**config.mk**
```make
export PLATFORM = sky130hd
export DESIGN_NAME = pipe_hazard_ctrl
export DESIGN_NICKNAME = d
export VERILOG_FILES = /design/src/rtl/pipe_ctrl_pkg.sv /design/src/rtl/pipe_perf_counters.sv /design/src/rtl/pipe_hazard_ctrl.sv
export SDC_FILE = /design/constraint.sdc
export NUM_CORES = 1
export LEC_CHECK = 0
export CAP_MARGIN = 20
export CORE_ASPECT_RATIO = 0.8
export CORE_MARGIN = 5
export CORE_UTILIZATION = 49
export CTS_CLUSTER_DIAMETER = 50
export DETAILED_ROUTE_END_ITERATION = 10
export GPL_TIMING_DRIVEN = 0
export PLACE_DENSITY = 0.76
export RECOVER_POWER = 100
export SYNTH_ARGS = -nofsm -noshare
export SYNTH_HDL_FRONTEND = slang
export SYNTH_SLANG_ARGS = --single-unit
```
**constraint.sdc**
```tcl
create_clock -name clk -period 1.7 [get_ports clk]
set_clock_uncertainty 0.05 [all_clocks]
set_input_delay 0.34 -clock clk [delete_from_list [all_inputs] [get_ports clk]]
set_output_delay 0.34 -clock clk [all_outputs]
set_load 0.01 [all_outputs]
```
**src/rtl/pipe_ctrl_pkg.sv**
```systemverilog
// Shared types for the pipeline hazard/control unit: forwarding selects,
// halt FSM states and the shadow-entry record tracking in-flight writes.
package pipe_ctrl_pkg;

  // Shadow destinations are stored at this fixed width; REG_AW must not exceed it.
  localparam int DST_W = 8;

  typedef enum logic [1:0] {
    FWD_RF    = 2'd0,
    FWD_EXMEM = 2'd1,
    FWD_MEMWB = 2'd2,
    FWD_WB    = 2'd3
  } fwd_sel_e;

  typedef enum logic [1:0] {
    ST_RUN     = 2'd0,
    ST_DRAIN   = 2'd1,
    ST_HALTED  = 2'd2
  } halt_state_e;

  typedef struct packed {
    logic             valid;
    logic [DST_W-1:0] dst;
    logic             we;
    logic             mem_re;
    logic             hlt;
  } shadow_entry_t;

  localparam shadow_entry_t SHADOW_BUBBLE = '0;

  function automatic logic entry_writes(input shadow_entry_t e, input logic [DST_W-1:0] r);
    return e.valid & e.we & (e.dst == r);
  endfunction

  // Youngest producer wins; a load still in MEM has no data to forward yet.
  function automatic fwd_sel_e fwd_pick(input logic [DST_W-1:0] src,
                                        input shadow_entry_t mem_e,
                                        input shadow_entry_t wb_e,
                                        input shadow_entry_t wb1_e);
    fwd_sel_e sel;
    sel = FWD_RF;
    if (src != '0) begin
      if (entry_writes(mem_e, src) && !mem_e.mem_re) begin
        sel = FWD_EXMEM;
      end else if (entry_writes(wb_e, src)) begin
        sel = FWD_MEMWB;
      end else if (entry_writes(wb1_e, src)) begin
        sel = FWD_WB;
      end
    end
    return sel;
  endfunction

endpackage

```
**src/rtl/pipe_perf_counters.sv**
```systemverilog
// Three saturating event counters (retired, stall cycles, flushes) that
// stop counting once the core has halted.
module pipe_perf_counters #(
  parameter int CNT_W = 32
) (
  input  logic             clk,
  input  logic             rst_n,
  input  logic             halted_i,
  input  logic             retire_inc_i,
  input  logic             stall_inc_i,
  input  logic             flush_inc_i,
  output logic [CNT_W-1:0] cnt_retired_o,
  output logic [CNT_W-1:0] cnt_stall_o,
  output logic [CNT_W-1:0] cnt_flush_o
);

  logic [2:0]         inc;
  logic [3*CNT_W-1:0] cnt_flat;

  assign inc = {flush_inc_i, stall_inc_i, retire_inc_i};

  generate
    for (genvar gi = 0; gi < 3; gi++) begin : g_cnt
      logic [CNT_W-1:0] cnt_q;
      logic [CNT_W-1:0] cnt_d;

      always_comb begin
        cnt_d = cnt_q;
        if (inc[gi] && !halted_i && (cnt_q != {CNT_W{1'b1}})) begin
          cnt_d = cnt_q + CNT_W'(1);
        end
      end

      always_ff @(posedge clk or negedge rst_n) begin
        if (!rst_n) begin
          cnt_q <= '0;
        end else begin
          cnt_q <= cnt_d;
        end
      end

      assign cnt_flat[gi*CNT_W +: CNT_W] = cnt_q;
    end
  endgenerate

  assign cnt_retired_o = cnt_flat[0*CNT_W +: CNT_W];
  assign cnt_stall_o   = cnt_flat[1*CNT_W +: CNT_W];
  assign cnt_flush_o   = cnt_flat[2*CNT_W +: CNT_W];

endmodule

```
**src/rtl/pipe_hazard_ctrl.sv**
```systemverilog
// Hazard and pipeline-control unit for the 5-stage core: load-use interlock,
// branch flush, freeze, forwarding selects and halt drain. Optional performance
// counters are built when PIPE_HAZARD_CTRL_PERF_EN is defined.
module pipe_hazard_ctrl
  import pipe_ctrl_pkg::*;
#(
  parameter int REG_AW = 4,
  parameter int CNT_W  = 32
) (
  input  logic              clk,
  input  logic              rst_n,
  input  logic              id_valid,
  input  logic [REG_AW-1:0] id_src0_addr,
  input  logic [REG_AW-1:0] id_src1_addr,
  input  logic              id_src0_used,
  input  logic              id_src1_used,
  input  logic [REG_AW-1:0] id_dst_addr,
  input  logic              id_reg_we,
  input  logic              id_mem_re,
  input  logic              id_hlt,
  input  logic              branch_taken,
  input  logic              cache_stall,
  output logic              freeze,
  output logic              stall_front,
  output logic              flush_if_id,
  output logic              flush_id_ex,
  output logic              fetch_en,
  output logic [1:0]        fwd_sel0,
  output logic [1:0]        fwd_sel1,
  output logic              halted
`ifdef PIPE_HAZARD_CTRL_PERF_EN
  ,
  output logic [CNT_W-1:0]  cnt_retired,
  output logic [CNT_W-1:0]  cnt_stall,
  output logic [CNT_W-1:0]  cnt_flush
`endif
);

  shadow_entry_t    ex_q, mem_q, wb_q, wb1_q;
  shadow_entry_t    ex_d;
  logic [DST_W-1:0] ex_src0_q, ex_src1_q;
  logic [DST_W-1:0] ex_src0_d, ex_src1_d;
  logic [DST_W-1:0] id_src0_w, id_src1_w;
  logic             load_use;
  logic             ex_bubble;

  halt_state_e      state_q, state_d;
  logic             fetch_en_q, fetch_en_d;
  logic             halted_q, halted_d;

  assign id_src0_w = DST_W'(id_src0_addr);
  assign id_src1_w = DST_W'(id_src1_addr);

  assign load_use = ex_q.valid & ex_q.mem_re & ex_q.we & (ex_q.dst != '0) & id_valid &
                    ((id_src0_used & (id_src0_w == ex_q.dst)) |
                     (id_src1_used & (id_src1_w == ex_q.dst)));

  assign freeze      = cache_stall;
  assign flush_if_id = branch_taken;
  assign flush_id_ex = branch_taken;
  assign stall_front = load_use & ~branch_taken;

  assign fwd_sel0 = fwd_pick(ex_src0_q, mem_q, wb_q, wb1_q);
  assign fwd_sel1 = fwd_pick(ex_src1_q, mem_q, wb_q, wb1_q);

  // Bubbles carry zero sources so an empty EX never requests forwarding.
  assign ex_bubble = stall_front | branch_taken | ~id_valid;

  always_comb begin
    ex_d      = SHADOW_BUBBLE;
    ex_src0_d = '0;
    ex_src1_d = '0;
    if (!ex_bubble) begin
      ex_d.valid  = 1'b1;
      ex_d.dst    = DST_W'(id_dst_addr);
      ex_d.we     = id_reg_we;
      ex_d.mem_re = id_mem_re;
      ex_d.hlt    = id_hlt;
      ex_src0_d   = id_src0_w;
      ex_src1_d   = id_src1_w;
    end
  end

  always_ff @(posedge clk or negedge rst_n) begin
    if (!rst_n) begin
      ex_q      <= SHADOW_BUBBLE;
      mem_q     <= SHADOW_BUBBLE;
      wb_q      <= SHADOW_BUBBLE;
      wb1_q     <= SHADOW_BUBBLE;
      ex_src0_q <= '0;
      ex_src1_q <= '0;
    end else if (!freeze) begin
      ex_q      <= ex_d;
      mem_q     <= ex_q;
      wb_q      <= mem_q;
      wb1_q     <= wb_q;
      ex_src0_q <= ex_src0_d;
      ex_src1_q <= ex_src1_d;
    end
  end

  always_comb begin
    state_d = state_q;
    if (!freeze) begin
      case (state_q)
        ST_RUN: begin
          if (id_valid && id_hlt && !branch_taken) begin
            state_d = ST_DRAIN;
          end
        end
        ST_DRAIN: begin
          // An older taken branch squashes the halt still in flight.
          if (branch_taken) begin
            state_d = ST_RUN;
          end else if (wb_q.valid && wb_q.hlt) begin
            state_d = ST_HALTED;
          end
        end
        ST_HALTED: state_d = ST_HALTED;
        default:   state_d = ST_RUN;
      endcase
    end
    fetch_en_d = (state_d == ST_RUN);
    halted_d   = (state_d == ST_HALTED);
  end

  always_ff @(posedge clk or negedge rst_n) begin
    if (!rst_n) begin
      state_q    <= ST_RUN;
      fetch_en_q <= 1'b1;
      halted_q   <= 1'b0;
    end else begin
      state_q    <= state_d;
      fetch_en_q <= fetch_en_d;
      halted_q   <= halted_d;
    end
  end

  assign fetch_en = fetch_en_q;
  assign halted   = halted_q;

  logic unused_shadow_bits;
  assign unused_shadow_bits = ^{ex_q.hlt, mem_q.hlt, wb_q.mem_re, wb1_q.mem_re, wb1_q.hlt};

`ifdef PIPE_HAZARD_CTRL_PERF_EN
  pipe_perf_counters #(
    .CNT_W (CNT_W)
  ) u_perf (
    .clk           (clk),
    .rst_n         (rst_n),
    .halted_i      (state_q == ST_HALTED),
    .retire_inc_i  (wb_q.valid & ~freeze),
    .stall_inc_i   (stall_front | freeze),
    .flush_inc_i   (branch_taken & ~freeze),
    .cnt_retired_o (cnt_retired),
    .cnt_stall_o   (cnt_stall),
    .cnt_flush_o   (cnt_flush)
  );
`endif

endmodule

```
==> results of run 1 <==
-- logic make-up (layout without fill, tap and decap cells) --
group / after synthesis / in the layout / synth area share
and+or+nand+nor: 72 / 72 / 0.1678
DFF: 41 / 41 / 0.4686
xor gates and xnor gates: 32 / 32 / 0.1279
AOI/OAI and AO/OA: 25 / 25 / 0.08790
muxes: 21 / 21 / 0.1079
buffers and inverters: 18 / 68 / 0.03995
-- cells in the mapped netlist (all sizes together), types with 2 or more instances --
library cell | count | area share
dfrtp | 40 | 0.46
nand2 | 23 | 0.039
mux2 | 21 | 0.11
xor2 | 20 | 0.080
o21ai | 16 | 0.054
xnor2 | 12 | 0.048
clkbuf | 10 | 0.017
nor2 | 10 | 0.017
nand3 | 9 | 0.021
buf | 8 | 0.023
nand3b | 7 | 0.024
nor4 | 6 | 0.017
nand4 | 5 | 0.014
nor3 | 5 | 0.011
a211oi | 2 | 0.0068
a31oi | 2 | 0.0057
and3b | 2 | 0.0086
nor2b | 2 | 0.0057
nor3b | 2 | 0.0068
-- sequential cells by signal, summed over array words and instances (netlist names) --
signal,cells
wb_q,7
mem_q,8
state_q,2
ex_src1_q,4
ex_q,8
fetch_en,1
ex_src0_q,4
halted,1
wb1_q,6
-- area by class of cell --
cell class                 count  area share
clock inverter                 1    0.001752
multi-input combinational    150      0.4065
buffer                        10     0.02497
timing repair buffer          50      0.1511
tap                           57     0.02497
clock buffer                   7     0.02672
sequential                    41      0.3640
-- per-stage QoR --
stage	hold slack, ns	power, mW	setup WS [ns]
CTS	0.4438	2.229	-0.3874
detailed placement	0.2702	1.585	-0.7694
global route	0.3439	2.354	-0.4601
floorplan	-0.005591	1.408	0.03699
finish	0.3327	2.244	-0.3814
global placement	0.4197	1.562	-0.8057
-- path summary, 6_finish.rpt --
path,startpoint,endpoint,slack [ns],depth (start not counted)
hold / removal,id_src1_addr[0],ex_src1_q[0]$_DFFE_PN0N_,0.33,3
min in group asynchronous,rst_n,wb_q[11]$_DFFE_PN0N_,0.48,2
setup reg to reg,ex_q[4]$_DFFE_PN0N_,ex_src1_q[1]$_DFFE_PN0N_,-0.10,7
max in group asynchronous,rst_n,ex_src1_q[1]$_DFFE_PN0N_,0.23,3
hold reg to reg,ex_q[0]$_DFFE_PN0N_,ex_q[0]$_DFFE_PN0N_,0.44,2
setup / recovery,ex_src0_q[2]$_DFFE_PN0N_,fwd_sel0[1],-0.38,6
-- repair_timing --
action | CTS | global route
buffers inserted | 14 | 3
gates resized for setup | 45 | 22
hold buffers | 1 | 0
pin swaps | 13 | 7
endpoints found under the setup margin | 39 | 19
hold endpoints to repair | 17 | 0
-- tightest hold or removal path, cell delays in order --
cell and delay, ns:
sky130_fd_sc_hd__dlymetal6s2s_1 0.15, sky130_fd_sc_hd__nand3_1 0.10, sky130_fd_sc_hd__o21ai_2 0.05
-- power groups by stage --
stage / Combinational, mW / Sequential (mW) / Clock [mW]
final: 0.461 / 1.16 / 0.622
after global routing: 0.508 / 1.17 / 0.672
after CTS: 0.447 / 1.16 / 0.625
after detailed placement: 0.426 / 1.16 / 0
after global placement: 0.409 / 1.15 / 0
after floorplan: 0.267 / 1.14 / 0
-- metal layers --
layer | vias up | GRT usage
li1 | 821 | -
met1 | 806 | 0.2494
met2 | 56 | 0.2832
met3 | 7 | 0.03800
met4 | 0 | 0.06854
met5 | - | 0
==> flow_metrics.py, run 1 <==
metrics = {
    "run_status": {
        "status": "complete, but fails checks",
        "violations_in_the_final_reports": "negative setup slack",
    },
    "detailed_routing": {
        "m1WireLength_mm": 2.297,
        "count_of_tritonroute_iterations_in_the_first_routing_pass": 4,
        "initialDrtViolationCount": 82,
        "wire_per_inst_um": 16.07,
        "wirelength_mm": 5.077,
        "route.vias.total": 1690,
        "wl_met2_mm": 2.419,
        "drc": 0,
        "top_signal_layer_used": "met4",
        "wl_met3_um": 290,
        "final_antenna_net_count": 0,
        "avgViaCountPerCell": 5.348,
    },
    "finish": {
        "layout.filler_cells": 360,
        "nNetsFinal": 280,
        "post_route_cells_drive_above_1_share": 0.3707,
        "n_antenna_cell": 0,
        "final_common_cell": "sky130_fd_sc_hd__dfrtp_1",
        "layout_common_cells": "sky130_fd_sc_hd__dfrtp_1, sky130_fd_sc_hd__nand2_1, sky130_fd_sc_hd__mux2_2",
        "layout.cells.non_filler": 316,
        "sequential_standard_cell_area_sq_um": 1040,
        "postLayoutCellArea_sq_um": 2856,
        "synthToLayoutAreaGrowth_pct": 30.31,
        "finalCoreUtilization": 0.6711,
        "multi_input_comb_area_sq_um": 1161,
    },
    "pwr": {
        "power.density_nw_per_um2": 785.7,
        "ir_drop_v": 0.0004467,
        "power.sequential.fraction": 0.518,
        "p_clk_frac": 0.277,
        "leakagePower_nw": 1.343,
        "p_int_mw": 1.606,
        "total_switching_power_mw": 0.6385,
        "power.share.combinational": 0.205,
        "p_sw_frac": 0.2845,
    },
    "placement": {
        "dpl_cell_area_sq_um": 2606,
        "port_buffers": 31,
        "hpwlAfterDp_mm": 3.519,
        "finalWeightedCongestion": 0.7969,
        "post-place-cells": 298,
    },
    "worst_setup_path": {
        "critical_path.endpoint_type": "primary output",
        "critical_path_s_top_delay_family": "flip-flops",
        "setup.worst_path.class": "register to primary output",
        "critical-path-max-stage-delay_ns": 0.45,
        "critical_path_peak_fanout": 3,
        "crit_path_start_kind": "register",
        "critical_path_cell_by_cell": "buf_6 > xor2_2 > nor3_2 > nand2_1 > a211oi_2 > buf_2",
        "worstPathBufferInverterCount": 2,
        "required_ns": 1.31,
        "crit_arrival_ns": 1.69,
        "slowest_stage": "sky130_fd_sc_hd__dfrtp_2",
    },
    "floorplan": {
        "i_o_pin_cnt": 32,
        "die_width_um": 84.78,
        "design.core.area_sq_um": 4257,
        "die-area_sq_um": 5920,
        "floorplan.initialDensity": 0.5150,
        "die_height_um": 69.83,
        "rows": 21,
    },
    "global_routing": {
        "globalRouteTotalUtil": 0.1823,
        "grt-ovfl-total": 0,
        "grt_pass1_wl_mm": 8.569,
        "grt_max_degree": 24,
        "antenna_found_initial": 0,
        "first_global_vias": 1747,
    },
    "clocking": {
        "tritoncts_clock_tree": "done",
        "htree_levels": 2,
        "cts_buffers": 5,
        "cts-root-buf": "sky130_fd_sc_hd__clkbuf_8",
        "cts.sinks": 41,
        "path_clk_slew_ns": 0.08,
        "worst_skew_pair.late_latency_ns": 0.29,
        "clockBufferDepth": 2,
    },
    "yosys": {
        "synth_edf_count": 0,
        "ys_warn_count": 0,
        "synthesis.area_per_instance_sq_um": 10.49,
        "synth-seq-area-share": 0.4686,
        "syn-num-nets": 231,
        "ys_types": 31,
        "number_of_flip_flops_and_latches_in_the_synthesized_netlist": 41,
        "syn-cell-area_sq_um": 2192,
        "ys_async_sr_fraction": 1.000,
        "yosys_most_used_dff": "sky130_fd_sc_hd__dfrtp_1",
        "synthesis.instances": 209,
    },
    "timing": {
        "relSlewSlack": 0.6577,
        "final.setup.worst_slack_ns": -0.3814,
        "setup_total_negative_slack_ns": -3.226,
        "min_period_ns": 2.081,
        "setup-violations-final": 38,
        "min_period_over_period": 1.224,
        "max_slew.worst_pin.slew_ns": 0.5134,
        "hold_fails_final_rpt": 0,
        "timing_max_transition_violations_final": 0,
        "grt_setup_unrepaired": "yes",
        "fmax_mhz": 480.4,
    },
    "hold_path": {
        "timing.hold.worst.class": "input pin to register",
    },
    "run": {
        "max_cap_viol_count": 0,
    },
}
Power figures use the tool's default switching activity.
==> inputs of run 2 (changes only) <==
Settings changed: CELL_PAD_IN_SITES_DETAIL_PLACEMENT set to 0, CELL_PAD_IN_SITES_GLOBAL_PLACEMENT set to 2, CORE_UTILIZATION 49 to 31, PLACE_DENSITY 0.76 to unset, PLACE_DENSITY_LB_ADDON set to 0.1.
==> flow_metrics.py, run 2 (same netlist as run 1, synthesis figures left out) <==
metrics = {
    "run_status": {
        "status": "complete, but fails checks",
        "violations_in_the_final_reports": "negative setup slack",
    },
    "worst_setup_path": {
        "worstReg2RegEnd": "ex_q[0]$_DFFE_PN0N_",
        "crit_arrival_ns": 1.66,
        "rrSetupSlack_ns": 0.01,
        "critical_path_peak_fanout": 3,
        "r2r-start": "ex_q[4]$_DFFE_PN0N_",
        "critical_path_cell_by_cell": "buf_4 > xor2_1 > nor3_2 > nand4_1 > a31oi_1 > nor2_1 > buf_2",
        "critical-path-max-stage-delay_ns": 0.43,
        "crit_path_start_kind": "register",
        "setup.worst_path.class": "register to primary output",
        "required_ns": 1.31,
        "critical_path.endpoint_type": "primary output",
        "worst_r2r_path_depth": 6,
        "slowest_stage": "sky130_fd_sc_hd__dfrtp_1",
    },
    "floorplan": {
        "rows": 27,
        "die_height_um": 85.22,
        "floorplan.initialDensity": 0.3181,
        "die-area_sq_um": 8864,
        "design.core.area_sq_um": 6892,
        "i_o_pin_cnt": 32,
        "die_width_um": 104.0,
    },
    "timing": {
        "grt_setup_unrepaired": "yes",
        "setup-violations-final": 13,
        "hold_fails_final_rpt": 0,
        "max_slew.worst_pin.slew_ns": 0.8695,
        "fmax_mhz": 487.2,
        "final.setup.worst_slack_ns": -0.3527,
        "setup_total_negative_slack_ns": -1.796,
        "timing_max_transition_violations_final": 0,
        "min_period_ns": 2.053,
        "hold-worst-slack_ns": 0.3229,
        "min_period_over_period": 1.207,
        "relSlewSlack": 0.4203,
    },
    "global_routing": {
        "grt_max_degree": 40,
        "grt_pass1_wl_mm": 9.473,
        "first_global_vias": 1835,
        "grt-ovfl-total": 0,
        "antenna_found_initial": 0,
        "globalRouteTotalUtil": 0.1342,
    },
    "finish": {
        "layout_common_cells": "sky130_fd_sc_hd__dfrtp_1, sky130_fd_sc_hd__nand2_1, sky130_fd_sc_hd__mux2_2",
        "multi_input_comb_area_sq_um": 1250,
        "sequential_standard_cell_area_sq_um": 1040,
        "n_antenna_cell": 0,
        "nNetsFinal": 285,
        "final_common_cell": "sky130_fd_sc_hd__dfrtp_1",
        "post_route_cells_drive_above_1_share": 0.4356,
        "reg_top3": "ex_q: 8 flops, mem_q: 8 flops, wb_q: 7 flops",
        "layout.filler_cells": 701,
        "synthToLayoutAreaGrowth_pct": 40.41,
        "postLayoutCellArea_sq_um": 3078,
    },
    "detailed_routing": {
        "initialDrtViolationCount": 72,
        "drc": 0,
        "count_of_tritonroute_iterations_in_the_first_routing_pass": 4,
        "route.vias.total": 1677,
        "wirelength_mm": 5.601,
        "final_antenna_net_count": 0,
        "wire_per_inst_um": 15.96,
        "avgViaCountPerCell": 4.778,
    },
    "pwr": {
        "power.density_nw_per_um2": 793.6,
        "total_power_mw": 2.443,
        "leakagePower_nw": 1.393,
        "ir_drop_v": 0.0003847,
    },
    "clocking": {
        "tritoncts_clock_tree": "done",
        "htree_levels": 2,
        "worst_skew_pair.late_latency_ns": 0.29,
        "cts.sinks": 41,
        "clockBufferDepth": 2,
        "path_clk_slew_ns": 0.08,
        "cts-root-buf": "sky130_fd_sc_hd__clkbuf_8",
        "cts_buffers": 5,
    },
    "placement": {
        "dpl_cell_area_sq_um": 2636,
        "port_buffers": 31,
        "preCtsSetupSlack_ns": -0.8287,
        "hpwlAfterDp_mm": 4.003,
        "finalWeightedCongestion": 0.7410,
    },
    "run": {
        "max_cap_viol_count": 0,
    },
    "hold_path": {
        "timing.hold.worst.class": "input pin to async pin",
    },
}
run 2: where the power goes:
group	internal, mW	switching (mW)	leakage [nW]	total [mW]
Clock	0.436	0.333	0.0552	0.769
Sequential	1.07	0.0966	0.533	1.16
Combinational	0.282	0.229	0.804	0.511
run 2: timing repair:
action,in CTS,in global routing
buffers inserted,18,4
gates cloned,1,0
gates resized for setup,58,27
hold buffers,1,0
pin swaps,24,14
endpoints found under the setup margin,39,22
endpoints found under the hold margin,14,0
run 2: final cells by class:
class,instances,area share
Timing Repair Buffer,55,0.1618
Tap cell,87,0.03537
Clock buffer,6,0.02358
Sequential cell,41,0.3378
Buffer,10,0.02398
Multi-Input combinational cell,150,0.4061
Clock inverter,2,0.01138
run 2: worst max-delay path, delay by kind of cell, from the launching register on:
family          cells  cell delay (ns)
compound gates      1             0.16
flops               1             0.43
xor+xnor            1             0.15
buf+inv             2             0.30
simple gates        3             0.33
run 2: through the flow:
step / std cells / util
floorplan: 209 / -
global placement: 327 / 0.3804
detailed placement: 328 / 0.3825
CTS: 348 / 0.4259
global route: 351 / 0.4466
finish: 351 / 0.4466
run 2: worst max-delay path by stage:
stage	startpoint	endpoint	slack, ns	cells after the start
4_1_cts	ex_src0_q[2]$_DFFE_PN0N_	fwd_sel0[0]	-0.38	6
3_5_place_dp	id_src1_addr[1]	stall_front	-0.83	6
6_report	wb_q[5]$_DFFE_PN0N_	fwd_sel1[0]	-0.35	7
2_1_floorplan	ex_src0_q[2]$_DFFE_PN0N_	fwd_sel0[1]	0.04	5
3_3_place_gp	rst_n	wb1_q[11]$_DFFE_PN0N_	-0.89	1
5_1_grt	ex_src0_q[2]$_DFFE_PN0N_	fwd_sel0[0]	-0.50	6
run 2: layer usage:
metal	wire (um)	global-route usage	share of wire
met5	0	0	0
met4	62	0.04000	0.011
met3	202	0.02966	0.036
met2	2560	0.2078	0.46
met1	2776	0.1881	0.50
==> inputs of run 3 (changes only) <==
Settings changed: CORE_ASPECT_RATIO 0.8 to unset, CORE_UTILIZATION 31 to 35.
Clock period 1.7 ns to 2.1 ns, I/O delays scaled along.
==> flow_metrics.py, run 3 (same netlist as run 1, synthesis figures left out) <==
metrics = {
    "timing": {
        "setup_total_negative_slack_ns": -0.01705,
        "max_slew.worst_pin.slew_ns": 0.9963,
        "grt_setup_unrepaired": "yes",
        "hold_fails_final_rpt": 0,
        "setup-violations-final": 2,
        "min_period_over_period": 1.005,
        "relSlewSlack": 0.3358,
        "final.setup.worst_slack_ns": -0.01007,
        "min_period_ns": 2.110,
        "fmax_mhz": 473.9,
        "timing_max_transition_violations_final": 0,
    },
    "finish": {
        "layout.filler_cells": 567,
        "finalCoreUtilization": 0.4873,
        "sequential_standard_cell_area_sq_um": 1040,
        "multi_input_comb_area_sq_um": 1177,
        "post_route_cells_drive_above_1_share": 0.3682,
        "nNetsFinal": 279,
        "reg_top3": "ex_q: 8 flops, mem_q: 8 flops, wb_q: 7 flops",
        "final_common_cell": "sky130_fd_sc_hd__dfrtp_1",
        "layout.cells.non_filler": 333,
        "n_antenna_cell": 0,
        "layout_common_cells": "sky130_fd_sc_hd__dfrtp_1, sky130_fd_sc_hd__nand2_1, sky130_fd_sc_hd__mux2_2",
        "synthToLayoutAreaGrowth_pct": 33.16,
    },
    "worst_setup_path": {
        "crit_arrival_ns": 1.64,
        "required_ns": 1.63,
        "setup.worst_path.class": "register to primary output",
        "crit_path_start_kind": "register",
        "critical_path.endpoint_type": "primary output",
        "critical_path_peak_fanout": 3,
    },
    "detailed_routing": {
        "top_signal_layer_used": "met4",
        "wirelength_mm": 5.187,
        "wl_met2_mm": 2.575,
        "wl_met3_um": 197,
        "drc": 0,
        "count_of_tritonroute_iterations_in_the_first_routing_pass": 3,
        "route.vias.total": 1665,
        "m1WireLength_mm": 2.351,
        "wire_per_inst_um": 15.58,
        "avgViaCountPerCell": 5.000,
        "initialDrtViolationCount": 51,
        "final_antenna_net_count": 0,
    },
    "clocking": {
        "cts_buffers": 5,
        "htree_levels": 2,
        "clockBufferDepth": 2,
        "cts.sinks": 41,
        "tritoncts_clock_tree": "done",
        "worst_skew_pair.late_latency_ns": 0.29,
        "path_clk_slew_ns": 0.08,
        "cts-root-buf": "sky130_fd_sc_hd__clkbuf_8",
    },
    "floorplan": {
        "rows": 28,
        "die-area_sq_um": 7946,
        "die_width_um": 89.14,
        "floorplan.initialDensity": 0.3659,
        "die_height_um": 89.14,
        "design.core.area_sq_um": 5991,
        "i_o_pin_cnt": 32,
    },
    "run": {
        "max_cap_viol_count": 0,
    },
    "global_routing": {
        "grt-ovfl-total": 0,
        "grt_max_degree": 41,
        "globalRouteTotalUtil": 0.1454,
        "grt_pass1_wl_mm": 8.769,
        "antenna_found_initial": 0,
        "first_global_vias": 1738,
    },
    "pwr": {
        "leakagePower_nw": 1.359,
        "power.density_nw_per_um2": 676.1,
        "ir_drop_v": 0.0003537,
    },
    "run_status": {
        "violations_in_the_final_reports": "negative setup slack",
        "status": "complete, but fails checks",
    },
    "placement": {
        "hpwlAfterDp_mm": 3.785,
        "post-place-cells": 316,
        "port_buffers": 31,
        "finalWeightedCongestion": 0.6979,
    },
    "hold_path": {
        "timing.hold.worst.class": "input pin to async pin",
    },
}
[run 3: cell count changes in the layout (fill, tap and decap cells not counted), moves of 4 or more]
cell / delta
sky130_fd_sc_hd__o21ai_2: -5
sky130_fd_sc_hd__buf_6: -4
sky130_fd_sc_hd__clkdlybuf4s50_1: -6
sky130_fd_sc_hd__dlymetal6s2s_1: +4
sky130_fd_sc_hd__o21ai_0: +5
[run 3: power by group]
| part | switching [mW] | internal (mW) | leakage (nW) | total, mW |
|---|---|---|---|---|
| Sequential | 0.0733 | 0.863 | 0.533 | 0.936 |
| Combinational | 0.172 | 0.210 | 0.768 | 0.382 |
| Clock | 0.269 | 0.386 | 0.0574 | 0.655 |
[run 3: cell type report]
cell class	instances	area share
Clock buffer	6	0.02829
Timing Repair Buffer	49	0.1496
Multi-Input combinational cell	150	0.4033
Sequential cell	41	0.3562
Clock inverter	2	0.01286
Buffer	10	0.01757
Tap cell	75	0.03215
[run 3: per-layer routing]
metal | vias up | global-route usage
li1 | 818 | -
met4 | 0 | 0.04195
met3 | 6 | 0.03594
met5 | - | 0
met1 | 815 | 0.1854
met2 | 26 | 0.2445
[run 3: what timing repair did]
item                       4_1_cts  5_1_grt
hold buffers                     1        0
pin swaps                       14       15
resized for setup               40       18
setup buffers                   12        4
setup endpoints to repair        7        5
hold endpoints to repair         1        0
[run 3: stage by stage]
step | instance area (sq um) | power [mW] | hold WS (ns) | setup WS (ns)
after CTS | 2838 | 1.983 | 0.3918 | -0.07189
after floorplan | 2192 | 1.138 | 0.07441 | 0.2884
after detailed placement | 2611 | 1.285 | 0.1688 | -0.6136
final | 2919 | 1.974 | 0.3799 | -0.01007
after global routing | 2919 | 2.073 | 0.3775 | -0.1494
after global placement | 2596 | 1.277 | 0.4360 | -0.6422
[run 3: path summary, 6_finish.rpt]
kind / from / endpoint / slack [ns] / depth (start not counted)
worst max-delay path: ex_src0_q[0]$_DFFE_PN0N_ / fwd_sel0[1] / -0.01 / 6
worst min-delay path: rst_n / ex_q[6]$_DFFE_PN0N_ / 0.38 / 2
worst max register to register: ex_q[5]$_DFFE_PN0N_ / ex_src1_q[0]$_DFFE_PN0N_ / 0.08 / 7
worst min register to register: ex_q[0]$_DFFE_PN0N_ / ex_q[0]$_DFFE_PN0N_ / 0.45 / 2
max in group asynchronous: rst_n / ex_src0_q[2]$_DFFE_PN0N_ / 0.41 / 3
min in group clk: id_src0_addr[0] / ex_src0_q[0]$_DFFE_PN0N_ / 0.41 / 3
[run 3: worst max-delay path, stage by stage (launching register included)]
cell and delay [ns]:
sky130_fd_sc_hd__dfrtp_2 0.44, sky130_fd_sc_hd__buf_6 0.13, sky130_fd_sc_hd__xor2_1 0.16, sky130_fd_sc_hd__nor3_2 0.21
sky130_fd_sc_hd__nand2_1 0.09, sky130_fd_sc_hd__a211oi_2 0.17, sky130_fd_sc_hd__buf_2 0.16
